## config.mk

```make
export PLATFORM = sky130hd
export DESIGN_NAME = rgmii_rx_deframer
export DESIGN_NICKNAME = d
export VERILOG_FILES = /design/src/rtl/rgmii_rx_deframer.sv
export SDC_FILE = /design/constraint.sdc
export NUM_CORES = 1
export LEC_CHECK = 0
export CORE_MARGIN = 2
export CORE_UTILIZATION = 55
export DETAILED_ROUTE_END_ITERATION = 10
export GPL_ROUTABILITY_DRIVEN = 0
export PLACE_DENSITY = 0.88
export SYNTH_ARGS = -nofsm -noshare
export SYNTH_HDL_FRONTEND = slang
export SYNTH_SLANG_ARGS = --single-unit
```

## constraint.sdc

```tcl
create_clock -name clk -period 2.9 [get_ports clk]
set_clock_uncertainty 0.2 [all_clocks]
set_input_delay 0.58 -clock clk [delete_from_list [all_inputs] [get_ports clk]]
set_output_delay 0.58 -clock clk [all_outputs]
set_load 0.01 [all_outputs]
```

## src/rtl/rgmii_rx_deframer.sv

```systemverilog
// RGMII RX deframer: assembles 1G DDR bytes or 10/100 nibble pairs, strips preamble/SFD and
// emits one byte per beat on an AXI-stream master. Define RGMII_RX_FCS_CHECK_EN for FCS checking.
module rgmii_rx_deframer #(
  parameter int unsigned MIN_FRAME_LEN = 64,
  parameter int unsigned MAX_FRAME_LEN = 1518
) (
  input  logic       clk,
  input  logic       rst,
  input  logic       clk_en,
  input  logic       speed_1g,
  input  logic [3:0] rgmii_rxd_rise,
  input  logic [3:0] rgmii_rxd_fall,
  input  logic       rgmii_rx_ctl_rise,
  input  logic       rgmii_rx_ctl_fall,
  output logic [7:0] m_axis_tdata,
  output logic       m_axis_tvalid,
  output logic       m_axis_tlast,
  output logic       m_axis_tuser,
  output logic       stat_frame_good,
  output logic       stat_frame_bad,
  output logic       stat_bad_sfd,
  output logic       stat_crc_err
);

  typedef enum logic [2:0] {StIdle, StPreamble, StPayload, StTrunc, StDrop} state_e;

  localparam logic [10:0] CntSat = 11'h7ff;
  localparam logic [10:0] MinLen = 11'(MIN_FRAME_LEN);
  localparam logic [10:0] MaxLen = 11'(MAX_FRAME_LEN);

  state_e      state_q, state_d;
  logic        speed_q, speed_d, speed_eff;
  logic        phase_q, phase_d;
  logic [3:0]  lo_nib_q;
  logic        lo_er_q;
  logic        byte_stb, byte_dv, byte_er;
  logic [7:0]  byte_data;
  logic [7:0]  hold_q, hold_d;
  logic        hold_vld_q, hold_vld_d;
  logic [10:0] cnt_q, cnt_d, cnt_inc;
  logic        err_q, err_d, end_err, crc_bad;
  logic [7:0]  tdata_d;
  logic        tvalid_d, tlast_d, tuser_d, good_d, bad_d, sfd_d, crc_err_d;

  // Speed follows the pin while idle and is frozen for the duration of a frame.
  assign speed_eff = (state_q == StIdle) ? speed_1g : speed_q;

  always_comb begin
    byte_stb  = 1'b0;
    byte_data = {rgmii_rxd_fall, rgmii_rxd_rise};
    byte_dv   = rgmii_rx_ctl_rise;
    byte_er   = rgmii_rx_ctl_rise ^ rgmii_rx_ctl_fall;
    phase_d   = phase_q;
    if (clk_en) begin
      if (speed_eff) begin
        byte_stb = 1'b1;
        phase_d  = 1'b0;
      end else if (phase_q) begin
        byte_stb  = 1'b1;
        byte_data = {rgmii_rxd_rise, lo_nib_q};
        byte_er   = byte_er | lo_er_q;
        phase_d   = 1'b0;
      end else if (rgmii_rx_ctl_rise) begin
        phase_d = 1'b1;
      end else begin
        // dv low on a low-nibble slot still reports end of carrier
        byte_stb = 1'b1;
      end
    end
  end

  assign cnt_inc = (cnt_q == CntSat) ? cnt_q : cnt_q + 11'd1;

`ifdef RGMII_RX_FCS_CHECK_EN
  logic [31:0] crc_q;

  function automatic logic [31:0] crc32_byte(input logic [31:0] crc, input logic [7:0] data);
    logic [31:0] c;
    c = crc ^ {24'h0, data};
    for (int i = 0; i < 8; i++) begin
      c = c[0] ? ((c >> 1) ^ 32'hedb88320) : (c >> 1);
    end
    return c;
  endfunction

  always_ff @(posedge clk or posedge rst) begin
    if (rst) begin
      crc_q <= '1;
    end else if (state_q == StPreamble) begin
      crc_q <= '1;
    end else if (state_q == StPayload && byte_stb && byte_dv) begin
      crc_q <= crc32_byte(crc_q, byte_data);
    end
  end

  // Running CRC over data plus FCS lands on the fixed residue for a good frame.
  assign crc_bad = (crc_q != 32'hdebb20e3);
`else
  assign crc_bad = 1'b0;
`endif

  assign end_err = err_q | (cnt_q < MinLen) | crc_bad;

  always_comb begin
    state_d    = state_q;
    speed_d    = speed_q;
    hold_d     = hold_q;
    hold_vld_d = hold_vld_q;
    cnt_d      = cnt_q;
    err_d      = err_q;
    tdata_d    = hold_q;
    tvalid_d   = 1'b0;
    tlast_d    = 1'b0;
    tuser_d    = 1'b0;
    good_d     = 1'b0;
    bad_d      = 1'b0;
    sfd_d      = 1'b0;
    crc_err_d  = 1'b0;
    unique case (state_q)
      StIdle: begin
        if (byte_stb && byte_dv) begin
          state_d = StPreamble;
          speed_d = speed_1g;
        end
      end
      StPreamble: begin
        if (byte_stb) begin
          if (!byte_dv) begin
            state_d = StIdle;
          end else if (!byte_er && byte_data == 8'h55) begin
            state_d = StPreamble;
          end else if (!byte_er && byte_data == 8'hd5) begin
            state_d    = StPayload;
            cnt_d      = '0;
            hold_vld_d = 1'b0;
            err_d      = 1'b0;
          end else begin
            sfd_d   = 1'b1;
            state_d = StDrop;
          end
        end
      end
      StPayload: begin
        if (byte_stb) begin
          if (!byte_dv) begin
            state_d    = StIdle;
            hold_vld_d = 1'b0;
            if (hold_vld_q) begin
              tvalid_d  = 1'b1;
              tlast_d   = 1'b1;
              tuser_d   = end_err;
              good_d    = !end_err;
              bad_d     = end_err;
              crc_err_d = crc_bad;
            end else begin
              bad_d = 1'b1;
            end
          end else begin
            tvalid_d   = hold_vld_q;
            hold_d     = byte_data;
            hold_vld_d = 1'b1;
            cnt_d      = cnt_inc;
            err_d      = err_q | byte_er;
            if (cnt_inc == MaxLen) state_d = StTrunc;
          end
        end
      end
      StTrunc: begin
        tvalid_d   = 1'b1;
        tlast_d    = 1'b1;
        tuser_d    = 1'b1;
        bad_d      = 1'b1;
        hold_vld_d = 1'b0;
        state_d    = (byte_stb && !byte_dv) ? StIdle : StDrop;
      end
      StDrop: begin
        if (byte_stb && !byte_dv) state_d = StIdle;
      end
      default: state_d = StDrop;
    endcase
  end

  always_ff @(posedge clk or posedge rst) begin
    if (rst) begin
      state_q         <= StDrop;
      speed_q         <= 1'b1;
      phase_q         <= 1'b0;
      lo_nib_q        <= '0;
      lo_er_q         <= 1'b0;
      hold_q          <= '0;
      hold_vld_q      <= 1'b0;
      cnt_q           <= '0;
      err_q           <= 1'b0;
      m_axis_tdata    <= '0;
      m_axis_tvalid   <= 1'b0;
      m_axis_tlast    <= 1'b0;
      m_axis_tuser    <= 1'b0;
      stat_frame_good <= 1'b0;
      stat_frame_bad  <= 1'b0;
      stat_bad_sfd    <= 1'b0;
      stat_crc_err    <= 1'b0;
    end else begin
      state_q         <= state_d;
      speed_q         <= speed_d;
      phase_q         <= phase_d;
      if (clk_en && !speed_eff && !phase_q) begin
        lo_nib_q <= rgmii_rxd_rise;
        lo_er_q  <= rgmii_rx_ctl_rise ^ rgmii_rx_ctl_fall;
      end
      hold_q          <= hold_d;
      hold_vld_q      <= hold_vld_d;
      cnt_q           <= cnt_d;
      err_q           <= err_d;
      m_axis_tdata    <= tdata_d;
      m_axis_tvalid   <= tvalid_d;
      m_axis_tlast    <= tlast_d;
      m_axis_tuser    <= tuser_d;
      stat_frame_good <= good_d;
      stat_frame_bad  <= bad_d;
      stat_bad_sfd    <= sfd_d;
      stat_crc_err    <= crc_err_d;
    end
  end

endmodule

```

-- After elaboration in Yosys (flattened, before gate mapping)
Cells that the tools add are included.
- input bits: 14
- register bits: 45
- output and inout port bits: 15
- word-level logic and storage cells: 124
- eq/ne operators: 17
- magnitude comparators: 1
- $add $sub $neg: 1
- reductions and logical operators: 19
- multiplexer cells: 66
- bitwise operators: 4
- operator list (cell ; number):
    $mux W11 ; 7
    $mux W1 ; 38
    $mux W3 ; 10
    $mux W8 ; 3
    $eq A11 B11 Y1 const B ; 2
    $pmux W11 S2 ; 1
    $pmux W3 S5 ; 1
    $ne A2 B2 Y1 const B ; 7
    $add A11 B1 Y11 const B ; 1
    $lt A11 B7 Y1 const B ; 1
    $pmux W1 S2 ; 5
    $eq A8 B7 Y1 const B ; 1
    $eq A8 B8 Y1 const B ; 1
    $reduce_and A7 Y1 ; 1
    $eq A3 B2 Y1 const B ; 2
    $logic_and A1 B1 Y1 ; 6
    $reduce_and A6 Y1 ; 1
    $logic_not A1 Y1 ; 5
    $reduce_and A5 Y1 ; 1
    $eq A3 B1 Y1 const B ; 1
    $eq A3 B3 Y1 const B ; 1
    $logic_not A3 Y1 ; 1
    $ne A3 B3 Y1 const B ; 1
    $or A1 B1 Y1 ; 3
    other kinds (7) ; 7

-- Longest topological paths before layout
Gate-level depths: netlist of the first run.
- word-level depth: 12
- mapped depth: 8
- gate-level depth less buffers: 7

-- Least setup slack after synthesis of the first run
Ideal clock, no wire load.
- path kind: input -> register
- start point: in clk_en
- end point: reg cnt_q[1]
- arrival time: 2.422 ns
- data required time: 2.574 ns
- buffers on the path: 2
- slack: 0.152 ns
- library setup time: 0.126 ns
- stages on the path: 8
- path through: buf_2 -> nand3b_1 -> mux2i_4 -> mux2i_2 -> nand4_4 -> and2_1 -> buf_6 -> a221o_1
- cells in the longest elaborated chain, start to end: 5
- elaborated cells on any way between the ends: 13
- those cells by class: 6 x eq/ne; 3 x mux; 4 x reduce/logical
- ends and longest elaborated chain (item ; line ; source):
    start, declared ; 9 ; input logic clk_en,
    $mux W8 / $mux W1 (equally long branches) ; 54 ; if (clk_en) begin
    $eq A8 B8 Y1 (tied with other cells) ; 132 ; end else if (!byte_er && byte_data == 8'hd5) begin
    $logic_and A1 B1 Y1 (on tied branches) ; 132, 130 ;
    $ne A2 B2 Y1 (no line) ; - ;
    $reduce_and A7 Y1 (no line) (*) ; - ;
    end signal, assigned ; 212 ; cnt_q <= cnt_d;
    end, declared ; 40 ; logic [10:0] cnt_q, cnt_d, cnt_inc;
Mark *: on every way between the ends. The rest lies on a longest branch, timed or not.
A chain may end at the register's enable or synchronous reset.

-- Worst setup path after layout of the first run
- start point: reg cnt_q[0]
- end point: reg state_q[0]
- cells in the longest elaborated chain, start to end: 5
- elaborated cells on any way between the ends: 6
- those cells by class: 1 x add/sub; 3 x eq/ne; 1 x mux; 1 x reduce/logical
- ends and longest elaborated chain (item ; line ; source):
    $add A11 B1 Y11 / $eq A11 B11 Y1 (equally long branches) ; 72 ; assign cnt_inc = (cnt_q == CntSat) ? cnt_q : cnt_q + 11'd1;
    $mux W11 (*) ; 72 ;
    $eq A11 B11 Y1 (*) ; 164 ; if (cnt_inc == MaxLen) state_d = StTrunc;
    $ne A3 B3 Y1 (no line) (*) ; - ;
    $reduce_and A5 Y1 (no line) (*) ; - ;
    end signal, assigned ; 185 ; state_q <= StDrop;
    end signal, assigned ; 203 ; state_q <= state_d;
    end, declared ; 31 ; state_e state_q, state_d;
Marked as above.

==> results by group, run 1 <==
CTS
  – CTS buffer count: 5
  – Clk sinks: 45
  – Clock transition at path regs: 0.10 ns
  – CTS max path bufs: 2
  – # hold bufs at CTS: 0
  – H-tree depth: 2
  – Cts repair resizes: 0
  – Setup Fix Bufs, Post-CTS: 0
  – Worst skew pair latency: 0.31 ns
  – Clock root buffer: clkbuf_8
  – CTS tree: built

STA
  – Hold WS: 0.190 ns
  – Pins Over Slew Limit: 0
  – Clock period minus worst slack: 2.65 ns
  – Fin crit share: 0.913
  – Max Freq: 378 MHz
  – Setup total negative slack: 0 ns
  – Final setup vio count: 0
  – Worst Tran Pin Value: 0.564 ns
  – RSZ-0062 raised after global routing: false
  – Fin worst setup slack: 0.253 ns
  – Fin. Hold Viols: 0
  – Slew headroom: 0.623

Yosys
  – Synth Warn #: 0
  – Gate Count Post-Synth: 248
  – Dominant synthesized flop cell: dfrtp_1
  – Seq/Total Area, Yosys: 0.466
  – Mapped cell area: 2420 sq um
  – Synthesized net count: 263
  – FF+latch count, synth: 45
  – Distinct cells, synth: 53
  – Number of flops mapped to enable cells by yosys: 0
  – Synthesized area per cell: 9.76 sq um
  – Asr flop ratio synth: 1.00

Critical path
  – Worst path bufs/invs: 0
  – Setup crit end kind: register
  – Worst setup SP type: register
  – Critical Path RT: 2.91 ns
  – Crit-path cells: ha_1 > and3_1 > and3_1 > mux2_2 > nor4_1 > a211oi_1 > nor4b_1
  – Max incr delay on CP: 0.49 ns
  – Top delay family on crit path: simple AND/OR/NAND/NOR gates
  – WS Path Type: reg2reg
  – Crit-path most repeated cell: and3_1
  – Critical path's slowest cell: dfrtp_1
  – Arr. time, crit path: 2.66 ns
  – Worst-path maximum fanout: 8

Floorplan
  – Core ar.: 4290 sq um
  – I/O pin total: 29
  – Row cnt: 24
  – Die area: 4950 sq um
  – Die Span Y: 70.3 um
  – Die width: 70.3 um
  – Starting Density: 0.564

Job
  – Max cap viols: 0

Power and ir drop
  – Seq pwr share: 0.471
  – Worst vdd ir: 0.480 mV
  – NetSw: 503 uW
  – Cell Pwr Density: 574 nW/um^2
  – Switch share: 0.299
  – Internal power: 1180 uW
  – Leakage: 0.00123 uW
  – Comb pwr share: 0.232
  – Clock power frac: 0.297

Routing
  – DR vias/cell: 6.17
  – Final WL: 5.29 mm
  – Routed Antenna Nets: 0
  – DR iter-0 viols: 149
  – Per-cell routed wire length: 15.7 um
  – Total iterations of the first detailed-routing run: 6
  – Post-route DRC: 0
  – DR vias: 2080

Final layout
  – Diode count: 0
  – Area grow syn2layout: 21.0%
  – Commonest non-fill, non-tap cell in the layout: dfrtp_1
  – Leading cell types in the layout, fill and taps excluded: dfrtp_1, clkdlybuf4s50_1, nand2_1
  – Fraction of layout instances using a drive strength above 1: 0.144
  – Finished Core Util: 0.682
  – Nets: 299

Global routing
  – Overflow after GRT: 0
  – Largest net degree at the start of global routing: 40
  – Tot GR Track Use: 0.226
  – Initial antenna violation count: 0
  – First-pass GRT wire length: 8.80 mm
  – Number of global-route vias before repair: 1930

Place
  – Setup Slack @ Placement: 0.0440 ns
  – DP Wirelength: 3.75 mm
  – IO Port Bufs: 27

Min path
  – Hold Path Class: reg2reg

Status
  – Status: finished clean
## layer usage
| metal | track usage | part of all wire |
|---|---|---|
| met2 | 0.354 | 0.49 |
| met4 | 0.120 | 0.024 |
| met3 | 0.0447 | 0.067 |
| met5 | 0 | 0 |
| met1 | 0.296 | 0.42 |
## worst reg2reg max path: stages (launching register included)
cell and delay [ns]:
dfrtp_1 0.49, ha_1 0.33, and3_1 0.29, and3_1 0.23, mux2_2 0.35, nor4_1 0.26
a211oi_1 0.13, nor4b_1 0.27
## power by group through the flow
stage | registers, uW | clock network, uW | logic, uW
after global placement | 797 | 0 | 376
after floorplan | 769 | 0 | 297
final | 792 | 499 | 390
after CTS | 790 | 506 | 391
after detailed placement | 803 | 0 | 389
after global routing | 803 | 529 | 427
## state kept, by name, summed over array words and instances, names as in the netlist, 3 cells and up
name,cells
cnt_q,11
hold_q,8
lo_nib_q,4
m_axis_tdata,8
state_q,3
## cells in the mapped netlist (all sizes together), types with 4 or more instances
cell	count	area [sq um]
and2	4	25.0
o21ai	16	80.1
nor3	5	36.3
clkbuf	10	37.5
o22a	7	61.3
a21oi	20	100
and3	6	37.5
buf	4	28.8
nand4	6	52.6
nor2	16	60.1
nand3	7	35.0
mux2i	12	136
mux2	9	105
nand2	25	93.8
inv	8	30.0
a31oi	8	50.1
dfrtp	43	1080
## cell families after synthesis
| group | synth area share |
|---|---|
| compound gates | 0.178 |
| xor+xnor | 0.00724 |
| fa+ha+maj | 0.00517 |
| buf+inv | 0.0398 |
| flops | 0.466 |
| mux | 0.0997 |
| other cells | 0.00155 |
| simple gates | 0.203 |
## path summary, 6_finish.rpt
| check | from | end | slack, ns | cells past startpoint |
|---|---|---|---|---|
| setup reg to reg | cnt_q[0] | state_q[0] | 0.25 | 7 |
| min in group asynchronous | rst | m_axis_tdata[3] | 0.26 | 2 |
| hold / removal | hold_q[5] | m_axis_tdata[5] | 0.19 | 0 |
| hold reg to reg | hold_q[5] | m_axis_tdata[5] | 0.19 | 0 |
| setup / recovery | cnt_q[0] | state_q[0] | 0.25 | 7 |
| max in group asynchronous | rst | speed_q | 1.51 | 3 |
## metrics by stage
step | power, uW | instances | area, sq um
after floorplan | 1070 | 248 | 2420
after global placement | 1170 | 329 | 2810
after detailed placement | 1190 | 329 | 2810
after CTS | 1690 | 337 | 2930
after global routing | 1760 | 337 | 2930
final | 1680 | 337 | 2930
## cell type report
cell class	count	area [sq um]
Fill cell	325	1370
Multi-Input combinational cell	181	1200
Sequential cell	45	1130
Timing Repair Buffer	43	390
Clock buffer	5	68.8
Tap cell	52	65.1
Clock inverter	3	50.0
Inverter	8	30.0
No activity file was read; power rests on OpenSTA's default activity.
==> inputs of run 2 (changes only) <==
CORE_UTILIZATION = 60   (was 55)
CTS_CLUSTER_DIAMETER = 100   (was not set)
PLACE_DENSITY = 0.94   (was 0.88)
clock period = 3.2 ns   (was 2.9 ns; I/O delays follow)
==> run 2 against run 1 <==
First-iteration DRC count up 95%. Sequential power down 9.7%. Sequential share of layout area up 1.3 points. Via count down 1.8%. Global-route usage up 3.4 points. Non-clock buffer count down 8. Clock power down 31%. Combinational power down 7.4%. Cell count down 3.3%. Critical path type is now in2reg. Critical endpoint is now cnt_q[1]. Highest routed layer unchanged.
==> results by group, run 2 (same netlist as run 1, synthesis figures left out) <==
STA
  – Fin. Hold Viols: 0
  – Worst Tran Pin Value: 0.544 ns
  – Fin crit share: 0.856
  – Pins Over Slew Limit: 0
  – Hold WS: 0.181 ns
  – Setup total negative slack: 0 ns
  – Clock period minus worst slack: 2.74 ns
  – Final setup vio count: 0
  – RSZ-0062 raised after global routing: false
  – Slew headroom: 0.637
  – Max Freq: 365 MHz
  – Fin worst setup slack: 0.462 ns

Global routing
  – Tot GR Track Use: 0.260
  – Overflow after GRT: 0
  – Number of global-route vias before repair: 1899
  – Initial antenna violation count: 0
  – Largest net degree at the start of global routing: 46
  – First-pass GRT wire length: 8.85 mm

Critical path
  – FF-to-FF Start: cnt_q[1]
  – Arr. time, crit path: 2.72 ns
  – R2r endpoint: state_q[0]
  – FF-to-FF path depth: 7
  – Top delay family on crit path: multiplexers
  – Worst-path maximum fanout: 8
  – Reg-to-reg slack, setup: 0.54 ns
  – Critical path's slowest cell: clkdlybuf4s50_1
  – Worst path bufs/invs: 1
  – Crit-path cells: clkdlybuf4s50_1 > nand3b_1 > mux2i_4 > mux2i_2 > nand4_4 > and2_1 > a221o_1
  – Worst setup SP type: input port
  – Critical Path Source: clk_en
  – Setup crit end kind: register
  – Critical Path RT: 3.18 ns
  – Max incr delay on CP: 0.52 ns
  – WS Path Type: in2reg

Routing
  – Routed Antenna Nets: 0
  – Final WL: 5.25 mm
  – Per-cell routed wire length: 16.1 um
  – DR vias/cell: 6.27
  – Total iterations of the first detailed-routing run: 4
  – DR vias: 2043
  – DR iter-0 viols: 291
  – Post-route DRC: 0

CTS
  – H-tree depth: 2
  – Clk sinks: 45
  – Clock transition at path regs: 0.08 ns
  – Worst skew pair latency: 0.29 ns
  – Setup Fix Bufs, Post-CTS: 0
  – Clock root buffer: clkbuf_8
  – CTS max path bufs: 2
  – CTS buffer count: 5
  – CTS tree: built
  – # hold bufs at CTS: 0
  – Cts repair resizes: 0

Final layout
  – Leading cell types in the layout, fill and taps excluded: dfrtp_1, clkdlybuf4s50_1, nand2_1
  – Area grow syn2layout: 17.1%
  – Fraction of layout instances using a drive strength above 1: 0.112
  – Commonest non-fill, non-tap cell in the layout: dfrtp_1
  – Largest regs: cnt_q x11, hold_q x8, m_axis_tdata x8
  – Max reg flops: 11
  – Final instance area: 2830 sq um
  – Diode count: 0
  – Largest reg by FF count: cnt_q
  – Nets: 291

Status
  – Status: finished clean

Power and ir drop
  – Cell Pwr Density: 501 nW/um^2
  – Leakage: 0.00118 uW
  – Clock power frac: 0.243
  – Power Total: 1420 uW
  – Switch share: 0.298
  – Comb pwr share: 0.254
  – Seq pwr share: 0.503
  – Worst vdd ir: 0.396 mV
  – Internal power: 997 uW
  – NetSw: 424 uW

Place
  – Setup Slack @ Placement: 0.188 ns
  – Post-place instance area: 2750 sq um
  – IO Port Bufs: 27
  – DP Wirelength: 3.72 mm

Floorplan
  – Starting Density: 0.614
  – I/O pin total: 29
  – Die Span Y: 67.5 um
  – Row cnt: 23
  – Die area: 4560 sq um
  – Die width: 67.5 um
  – Core ar.: 3940 sq um

Min path
  – Worst hold path depth: 0
  – Hold worst-path end: m_axis_tdata[6]
  – Hold Path Class: reg2reg
  – Hold Crit Start: hold_q[6]

Job
  – Max cap viols: 0
## run 2: stage by stage
step,std cells,util
finish,326,0.719
global route,326,0.719
CTS,326,0.719
detailed placement,319,0.697
global placement,319,0.697
floorplan,248,-
## run 2: worst max path at each step
stage,end,slack (ns),cells past startpoint
final,cnt_q[1],0.46,7
after global routing,cnt_q[1],0.31,7
after CTS,cnt_q[1],0.46,7
after detailed placement,cnt_q[1],0.19,7
after global placement,cnt_q[1],0.25,7
after floorplan,cnt_q[1],0.39,8
## run 2: worst register-to-register path, delay by kind of cell, from the launching register on
kind | cells | cell delay [ns]
AO/OA/AOI/OAI | 1 | 0.16
flip-flops | 1 | 0.46
multiplexers | 1 | 0.33
adder cells (fa/ha/maj) | 1 | 0.31
AND/OR/NAND/NOR | 4 | 1.09
## run 2: power by group through the flow
stage / combinational, uW / clock [uW] / sequential (uW)
finish: 361 / 345 / 715
global placement: 345 / 0 / 714
floorplan: 269 / 0 / 697
CTS: 358 / 348 / 712
global route: 394 / 371 / 720
detailed placement: 355 / 0 / 721
## run 2: area by class of cell
cell class                 count  area (sq um)
clock buffer                   7          86.3
inverter                       8          30.0
timing repair buffer          35           330
tap                           50          62.6
sequential                    45          1130
multi-input combinational    181          1200
fill                         247          1110
## run 2: per-layer routing
layer / track usage / part of all wire / vias to the layer above
li1: - / - / 958
met1: 0.352 / 0.42 / 990
met2: 0.425 / 0.51 / 81
met3: 0.0450 / 0.058 / 14
met4: 0.0893 / 0.016 / 0
met5: 0 / 0 / -
==> inputs of run 3 (changes only) <==
ABC_AREA = 1   (was not set)
PLACE_DENSITY = 0.93   (was 0.94)
SLEW_MARGIN = 0   (was not set)
==> run 3 against run 2 <==
Cell count increased by 25%. Critical endpoint is now cnt_q[9]. Fmax up 4.1%. Sequential cell count stayed put. Highest routed layer unchanged. Critical path type unchanged. Via count rose by 7.6%. Area after synthesis is 5.5% higher.
==> results by group, run 3 <==
Yosys
  – Share of the synthesized area in the top cell type: 0.421
  – Synth top area cells: dfrtp_1, nand2_1, inv_1
  – Cell taking the most area after synthesis: dfrtp_1
  – Dominant synthesized flop cell: dfrtp_1
  – Gate Count Post-Synth: 325
  – Number of flops mapped to enable cells by yosys: 0
  – Seq/Total Area, Yosys: 0.442
  – Synthesized net count: 340
  – Most instantiated cells after synthesis: nand2_1, dfrtp_1, inv_1
  – FF+latch count, synth: 45
  – Synth Warn #: 0
  – Asr flop ratio synth: 1.00
  – Distinct cells, synth: 33
  – Mapped cell area: 2550 sq um
  – Synthesized area per cell: 7.86 sq um
  – Top-count cell post-synth: nand2_1

STA
  – RSZ-0062 raised after global routing: false
  – Fin crit share: 0.822
  – Slew headroom: 0.633
  – Fin. Hold Viols: 0
  – Setup total negative slack: 0 ns
  – Worst Tran Pin Value: 0.551 ns
  – Final setup vio count: 0
  – Max Freq: 380 MHz
  – Pins Over Slew Limit: 0
  – Clock period minus worst slack: 2.63 ns
  – Hold WS: 0.174 ns

Global routing
  – Overflow after GRT: 0
  – First-pass GRT wire length: 9.18 mm
  – Number of global-route vias before repair: 2032
  – Initial antenna violation count: 0
  – Tot GR Track Use: 0.238
  – Largest net degree at the start of global routing: 46

Critical path
  – Worst path bufs/invs: 3
  – Top delay family on crit path: buffers and inverters
  – Reg-to-reg slack, setup: 0.70 ns
  – Crit-path cells: clkdlybuf4s50_1 > buf_4 > nand4_1 > nand2_1 > nand2_1 > nor2_4 > nand2_2 > nand2_4 > nand4_4 > buf_4 > nand2_1 > o21ai_2
  – Crit-path most repeated cell: nand2_1
  – Critical Path Source: clk_en
  – Critical Path RT: 3.18 ns
  – Worst setup SP type: input port
  – WS Path Type: in2reg
  – Max incr delay on CP: 0.61 ns
  – Arr. time, crit path: 2.62 ns
  – Worst-path maximum fanout: 24
  – FF-to-FF Start: cnt_q[0]
  – Setup crit end kind: register
  – Critical path's slowest cell: clkdlybuf4s50_1

CTS
  – Worst skew pair latency: 0.30 ns
  – Cts repair resizes: 0
  – CTS tree: built
  – H-tree depth: 2
  – # hold bufs at CTS: 0
  – CTS max path bufs: 2
  – Clock root buffer: clkbuf_8
  – CTS buffer count: 5
  – Clock transition at path regs: 0.09 ns
  – Setup Fix Bufs, Post-CTS: 0
  – Clk sinks: 45

Place
  – IO Port Bufs: 27
  – DP Wirelength: 3.89 mm

Floorplan
  – Die Span Y: 69.3 um
  – I/O pin total: 29
  – Starting Density: 0.630
  – Core ar.: 4060 sq um
  – Row cnt: 23
  – Die area: 4800 sq um
  – Die width: 69.3 um

Final layout
  – Diode count: 0
  – Largest reg by FF count: cnt_q
  – Max reg flops: 11
  – Layout fillers: 279
  – Fraction of layout instances using a drive strength above 1: 0.177
  – Largest regs: cnt_q x11, hold_q x8, m_axis_tdata x8
  – Commonest non-fill, non-tap cell in the layout: nand2_1
  – Nets: 370
  – Area grow syn2layout: 16.5%
  – Leading cell types in the layout, fill and taps excluded: nand2_1, dfrtp_1, inv_1

Power and ir drop
  – Leakage: 0.00141 uW
  – Cell Pwr Density: 555 nW/um^2
  – Worst vdd ir: 0.442 mV

Routing
  – Routed Antenna Nets: 0
  – Final WL: 5.30 mm
  – Total iterations of the first detailed-routing run: 5
  – Per-cell routed wire length: 13.1 um
  – Post-route DRC: 0
  – DR vias/cell: 5.42
  – DR iter-0 viols: 270
  – DR vias: 2199

Min path
  – Hold Path Class: reg2reg
  – Hold Crit Start: hold_q[2]

Job
  – Max cap viols: 0

Status
  – Status: finished clean
run 3: routing by layer:
metal / routed length, um / part of all wire / global-route usage
met5: 0 / 0 / 0
met1: 2280 / 0.43 / 0.319
met4: 109 / 0.021 / 0.0806
met2: 2640 / 0.50 / 0.393
met3: 275 / 0.052 / 0.0392
run 3: power breakdown:
part | total, uW | leakage (uW) | internal, uW | switching [uW]
Combinational | 511 | 0.000753 | 179 | 332
Sequential | 708 | 0.000601 | 653 | 54.6
Clock | 433 | 0.0000543 | 234 | 199
run 3: worst paths after layout:
| kind | endpoint | depth (start not counted) |
|---|---|---|
| worst min register to register | m_axis_tdata[2] | 0 |
| min in group asynchronous | m_axis_tdata[4] | 3 |
| worst max register to register | state_q[0] | 15 |
| max in group asynchronous | speed_q | 3 |
| worst min-delay path | m_axis_tdata[2] | 0 |
| worst max-delay path | cnt_q[9] | 12 |
run 3: final cells by class:
class	count	area, sq um	area share
repair buffers	32	308	0.103
flip-flops and latches	45	1130	0.379
well taps	50	62.6	0.0210
inverters	38	143	0.0479
clock buffers	5	68.8	0.0231
clock inverters	3	46.3	0.0156
multi-input cells	233	1220	0.410
run 3: through the flow:
stage | setup slack [ns] | instances | power [uW] | utilization | area, sq um
2_1_floorplan | 0.948 | 325 | 1110 | - | 2550
3_3_place_gp | 0.356 | 398 | 1200 | 0.705 | 2860
3_5_place_dp | 0.288 | 398 | 1220 | 0.705 | 2860
4_1_cts | 0.589 | 406 | 1650 | 0.734 | 2980
5_1_grt | 0.446 | 406 | 1750 | 0.734 | 2980
6_report | 0.569 | 406 | 1650 | 0.734 | 2980
run 3: logic make-up after synthesis:
group	count (synthesis)	synth area share
AO/OA/AOI/OAI	40	0.0989
AND/OR/NAND/NOR	186	0.353
adder cells (fa/ha/maj)	1	0.00490
XOR/XNOR	3	0.0103
multiplexers	2	0.00881
other	1	0.00147
buffers and inverters	47	0.0808
flip-flops	45	0.442
run 3: worst register-to-register path: stages, from the launching register on:
cell	delay, ns
dfrtp_1	0.48
ha_1	0.22
nand2_1	0.08
nor2_2	0.16
nand3_1	0.34
nand2_1	0.16
nand2_1	0.07
nand2_1	0.06
nand3_1	0.09
nor2_1	0.10
nand3_1	0.08
nand2_1	0.10
nand2_1	0.07
nor2_1	0.12
nand2_1	0.06
nand2_1	0.06
